[src/rtl/id_stage.sv]
// Instruction-decode stage: register-bank address presentation, decode, load-use bubble insertion.
// Optional performance counters are enabled by defining ID_PERF_CNT_EN.
module id_stage #(
    parameter int unsigned LOAD_BUBBLES = 1
) (
    input  logic        clk,
    input  logic        reset,
    input  logic [31:0] instr_f,
    input  logic [31:0] pc_f,
    input  logic        valid_f,
    input  logic        flush,
    input  logic        hold_in,
    output logic        stall_f,
    output logic [3:0]  rb_addr_a,
    output logic [3:0]  rb_addr_b,
    output logic        rb_clear,
    output logic        rb_hold,
    output logic        valid_e,
    output logic [31:0] instr_e,
    output logic [31:0] pc_e,
    output logic [3:0]  opcode_e,
    output logic [3:0]  dreg_e,
    output logic        we_e,
    output logic        is_load_e
`ifdef ID_PERF_CNT_EN
    ,
    output logic [31:0] perf_bubble_cnt,
    output logic [31:0] perf_flush_cnt
`endif
);

    typedef enum logic {
        RUN   = 1'b0,
        STALL = 1'b1
    } state_t;

    localparam logic [3:0] OP_NOP    = 4'b0000;
    localparam logic [3:0] OP_LOAD   = 4'b0101;
    localparam logic [3:0] OP_STORE  = 4'b0110;
    localparam logic [3:0] OP_BRANCH = 4'b0111;
    localparam logic [1:0] BCNT_INIT = 2'(LOAD_BUBBLES - 1);

    state_t     state_q, state_d;
    logic [1:0] bcnt_q, bcnt_d;
    logic       hazard;
    logic       bubble;
    logic       load_instr;
    logic       kill;

    logic [3:0] op_f, areg_f, breg_f, dreg_f;
    logic       we_f;

    assign op_f   = instr_f[31:28];
    assign areg_f = instr_f[11:8];
    assign breg_f = instr_f[7:4];
    assign dreg_f = instr_f[3:0];

    assign rb_addr_a = areg_f;
    assign rb_addr_b = breg_f;

    assign we_f = (dreg_f != 4'd0) && (op_f != OP_NOP) && (op_f != OP_STORE) && (op_f != OP_BRANCH);

    assign hazard = valid_f && valid_e && is_load_e && (dreg_e != 4'd0)
                    && ((dreg_e == areg_f) || (dreg_e == breg_f));

    always_ff @(posedge clk or negedge reset) begin
        if (!reset) begin
            state_q <= RUN;
            bcnt_q  <= '0;
        end else begin
            state_q <= state_d;
            bcnt_q  <= bcnt_d;
        end
    end

    always_comb begin
        state_d    = state_q;
        bcnt_d     = bcnt_q;
        bubble     = 1'b0;
        load_instr = 1'b0;
        kill       = 1'b0;
        if (flush) begin
            state_d = RUN;
            bcnt_d  = '0;
            kill    = 1'b1;
        end else if (!hold_in) begin
            case (state_q)
                RUN: begin
                    if (hazard) begin
                        bubble  = 1'b1;
                        bcnt_d  = BCNT_INIT;
                        state_d = (LOAD_BUBBLES > 1) ? STALL : RUN;
                    end else begin
                        load_instr = 1'b1;
                    end
                end
                STALL: begin
                    bubble = 1'b1;
                    // bcnt holds the bubbles still owed; the last one returns to RUN
                    if (bcnt_q <= 2'd1) begin
                        bcnt_d  = '0;
                        state_d = RUN;
                    end else begin
                        bcnt_d = bcnt_q - 2'd1;
                    end
                end
                default: state_d = RUN;
            endcase
        end
        rb_clear = flush || bubble;
        rb_hold  = hold_in && !flush;
        stall_f  = !flush && (hold_in || ((state_q == RUN) && hazard) || (state_q == STALL));
    end

    always_ff @(posedge clk or negedge reset) begin
        if (!reset) begin
            valid_e   <= 1'b0;
            instr_e   <= '0;
            pc_e      <= '0;
            opcode_e  <= '0;
            dreg_e    <= '0;
            we_e      <= 1'b0;
            is_load_e <= 1'b0;
        end else if (kill || bubble || (load_instr && !valid_f)) begin
            valid_e   <= 1'b0;
            instr_e   <= '0;
            pc_e      <= '0;
            opcode_e  <= '0;
            dreg_e    <= '0;
            we_e      <= 1'b0;
            is_load_e <= 1'b0;
        end else if (load_instr) begin
            valid_e   <= 1'b1;
            instr_e   <= instr_f;
            pc_e      <= pc_f;
            opcode_e  <= op_f;
            dreg_e    <= dreg_f;
            we_e      <= we_f;
            is_load_e <= (op_f == OP_LOAD);
        end
    end

`ifdef ID_PERF_CNT_EN
    always_ff @(posedge clk or negedge reset) begin
        if (!reset) begin
            perf_bubble_cnt <= '0;
            perf_flush_cnt  <= '0;
        end else if (!hold_in) begin
            if (bubble) perf_bubble_cnt <= perf_bubble_cnt + 32'd1;
            if (flush)  perf_flush_cnt  <= perf_flush_cnt + 32'd1;
        end
    end
`endif

endmodule

[config.mk]
export PLATFORM = sky130hd
export DESIGN_NAME = id_stage
export DESIGN_NICKNAME = d
export VERILOG_FILES = /design/src/rtl/id_stage.sv
export SDC_FILE = /design/constraint.sdc
export NUM_CORES = 1
export LEC_CHECK = 0
export CAP_MARGIN = 20
export CORE_AREA = 2 2 102 104
export CTS_BUF_LIST = sky130_fd_sc_hd__clkbuf_4 sky130_fd_sc_hd__clkbuf_8 sky130_fd_sc_hd__clkbuf_16
export DETAILED_ROUTE_END_ITERATION = 8
export DIE_AREA = 0 0 104 106
export GPL_TIMING_DRIVEN = 1
export PLACE_DENSITY = 0.59
export SYNTH_ARGS = -nofsm -noshare
export SYNTH_HDL_FRONTEND = slang
export SYNTH_SLANG_ARGS = --single-unit
[constraint.sdc]
create_clock -name clk -period 2.28 [get_ports clk]
set_clock_uncertainty 0.2 [all_clocks]
set_input_delay 0.57 -clock clk [delete_from_list [all_inputs] [get_ports clk]]
set_output_delay 0.57 -clock clk [all_outputs]
set_load 0.01 [all_outputs]
==> impl_metrics.py <==
metrics = {
    "synthesis": {
        "yosysTopAreaCell": "dfrtp_1",
        "yosys.area.top_type_share_pct": 59.8,
        "netlist-cell-type-count": 30,
        "post-synth-top-count-cell": "dfrtp_1",
        "mappedNetlistArea_mm2": 0.00293,
        "yosysWarnings": 0,
        "ys_seq_area_share_pct": 59.8,
        "synth_common_cells": "dfrtp_1 (70), a32o_1 (64), buf_4 (20)",
        "ys_ff_latch": 70,
        "synthCells": 214,
        "synth_area_leaders": "dfrtp_1 (60%), a32o_1 (22%), buf_4 (5.1%)",
        "synth_edf_count": 0,
        "synth_nets": 283,
        "synth-main-ff-cell": "dfrtp_1",
        "ys_async_sr_fraction_pct": 100,
        "avgSynthCellArea_um2": 13.7,
    },
    "floorplanning": {
        "core_mm2": 0.0100,
        "ios": 155,
        "die-area_mm2": 0.0110,
        "fp-row-count": 37,
        "initial_core_util_pct": 29.3,
        "die_h_um": 106,
        "die_w_um": 104,
    },
    "place": {
        "placed_cells": 492,
        "dp_slack_ns": -0.966,
        "globalplace.congestion": 0.729,
        "place_hpwl_mm": 5.79,
        "port_buffers": 154,
        "placed_area_mm2": 0.00465,
    },
    "timing": {
        "tightest_slew_ns": 0.624,
        "min_period_over_period_pct": 111,
        "holdWs_ns": 0.288,
        "fmax_mhz": 394,
        "fin_setup_tns_ns": -0.505,
        "setup_viol": 2,
        "worst_slack_ns": -0.259,
        "hold_viol": 0,
        "period_minus_slack_ns": 2.54,
        "slew_violations": 0,
        "slew-limit-headroom_pct": 58.4,
        "rsz0062_at_grt": "yes",
    },
    "setup_path": {
        "cp.depth": 6,
        "crit_chain": "xor2_1, nor4_2, buf_4, o21ai_4, a21oi_2, buf_2",
        "start_kind": "flip-flop",
        "cp.required_ns": 1.51,
        "crit_type": "flip-flop to output port",
        "endpoint_kind": "output port",
        "ff2ff_path_depth": 7,
        "cp_slowest_cell": "dfrtp_2",
        "crit_arrival_ns": 1.77,
        "cp_max_fo": 4,
        "crit_family": "flip-flops",
        "path_buf_inv": 2,
        "critPathMaxStageDelay_ns": 0.44,
    },
    "power": {
        "p_per_area_mw_per_mm2": 595,
        "leakage_nw": 2.05,
        "peakVddDrop_uv": 271,
    },
    "route": {
        "via_per_inst": 5.01,
        "ant_nets": 0,
        "wl_mm": 8.50,
        "num_vias": 2565,
        "drc": 0,
        "wire_per_inst_um": 16.6,
        "drt_pass1_iterations": 4,
        "drt_first_iter_violations": 70,
    },
    "global_routing": {
        "grt_max_degree": 55,
        "grt-ovfl-total": 0,
        "first_global_vias": 2665,
        "grt_pass1_wl_mm": 13.9,
        "antenna_found_initial": 0,
        "grt_usage_pct": 15.9,
    },
    "final_layout": {
        "nets": 440,
        "postLayoutCellArea_mm2": 0.00490,
        "num_antenna_cells": 0,
        "final_cells": 512,
        "layout-drive-gt1-share_pct": 16.8,
        "area_growth_pct": 67.2,
    },
    "outcome": {
        "status": "finished with violations",
        "violations": "setup timing",
    },
    "run": {
        "cap_violations": 0,
    },
    "clocking": {
        "cts.path.max_buffers": 2,
        "clk_latency_ns": 0.34,
        "h-tree-depth": 3,
        "cts_buffers": 9,
        "ctsRootBufferMaster": "clkbuf_8",
        "cts.reportedPaths.clkPinSlew_ns": 0.08,
        "cts_tree": "done",
        "cts.sink_count": 70,
    },
    "hold_path": {
        "hold_class": "flip-flop to flip-flop",
        "min_path_cells": 2,
    },
}
-- power breakdown --
group	internal [mW]	switching (mW)	total, mW
Sequential	1.29	0.0264	1.31
Clock	0.676	0.478	1.15
Combinational	0.272	0.175	0.447
-- worst reg2reg max path: cells and delay by family (launching register included) --
kind,cells,cell delay (ns)
buf+inv,3,0.82
xor+xnor,1,0.17
compound gates,2,0.51
simple gates,1,0.05
flops,1,0.44
-- state kept, by name, indices dropped and copies added, names as in the netlist --
name       flops
state_q        1
instr_e       32
is_load_e      1
pc_e          32
bcnt_q         2
we_e           1
valid_e        1
-- cells in the final DEF (no fill, tap or decap), drive strengths merged --
master         count
dfrtp             70
clkbuf            11
a22oi              1
or3b               1
or4                1
nand2b             1
o41ai              1
dlygate4sd3        1
a21oi              3
nand2              1
clkinv             2
o21ai              2
bufinv             2
o211ai             1
nor3b              1
nor2b              1
clkdlybuf4s15      3
xor2               8
inv                1
a22o               2
nor3               2
nor4b              1
nor2               6
nor4               3
clkinvlp           1
dlygate4sd2        8
a32o              64
a221oi             1
nand3              1
clkdlybuf4s50    139
buf               34
o21a               1
or4bb              1
-- layer usage --
| metal | GRT usage, % | part of all wire [%] | routed length (µm) |
|---|---|---|---|
| met1 | 20.2 | 43 | 3670 |
| met2 | 25.8 | 48 | 4100 |
| met3 | 5.46 | 7.4 | 626 |
| met4 | 4.54 | 1.2 | 106 |
| met5 | 0 | 0 | 0 |
-- what timing repair did --
item                       CTS  global route
buffers inserted             2             1
resized for setup           25             6
gates cloned                 0             0
setup endpoints to repair   66            62
hold endpoints to repair    24             0
hold buffers                 1             0
pin swaps                    5             3
-- per-stage QoR --
step / total power [mW] / util, %
floorplan: 1.48 / -
global placement: 1.79 / 46.5
detailed placement: 1.79 / 46.5
CTS: 2.95 / 48.8
global route: 3.05 / 49.0
finish: 2.91 / 49.0
-- layout make-up --
cell class	instances	area, µm²
clock inverters	5	81.3
repair buffers	185	1770
multi-input cells	104	958
clock buffers	11	151
well taps	136	170
inverters	1	3.75
flip-flops and latches	70	1760
fillers	937	5100
-- worst paths after layout --
path	to	slack, ns	start
setup / recovery	stall_f	-0.26	instr_e[1]
max in group asynchronous	pc_e[23]	0.79	reset
hold reg to reg	we_e	0.29	we_e
setup reg to reg	pc_e[20]	0.03	instr_e[1]
min in group asynchronous	instr_e[22]	0.52	reset
hold / removal	we_e	0.29	we_e
-- logic make-up (layout without fill, tap and decap cells) --
group,after synthesis,in the layout,synth area share [%]
AOI/OAI and AO/OA,76,76,24.7
and+or+nand+nor,20,20,4.40
DFF,70,70,59.8
xor gates and xnor gates,8,8,2.39
buffers and inverters,40,202,8.67
Note: power is estimated with default switching activity, not from simulation.
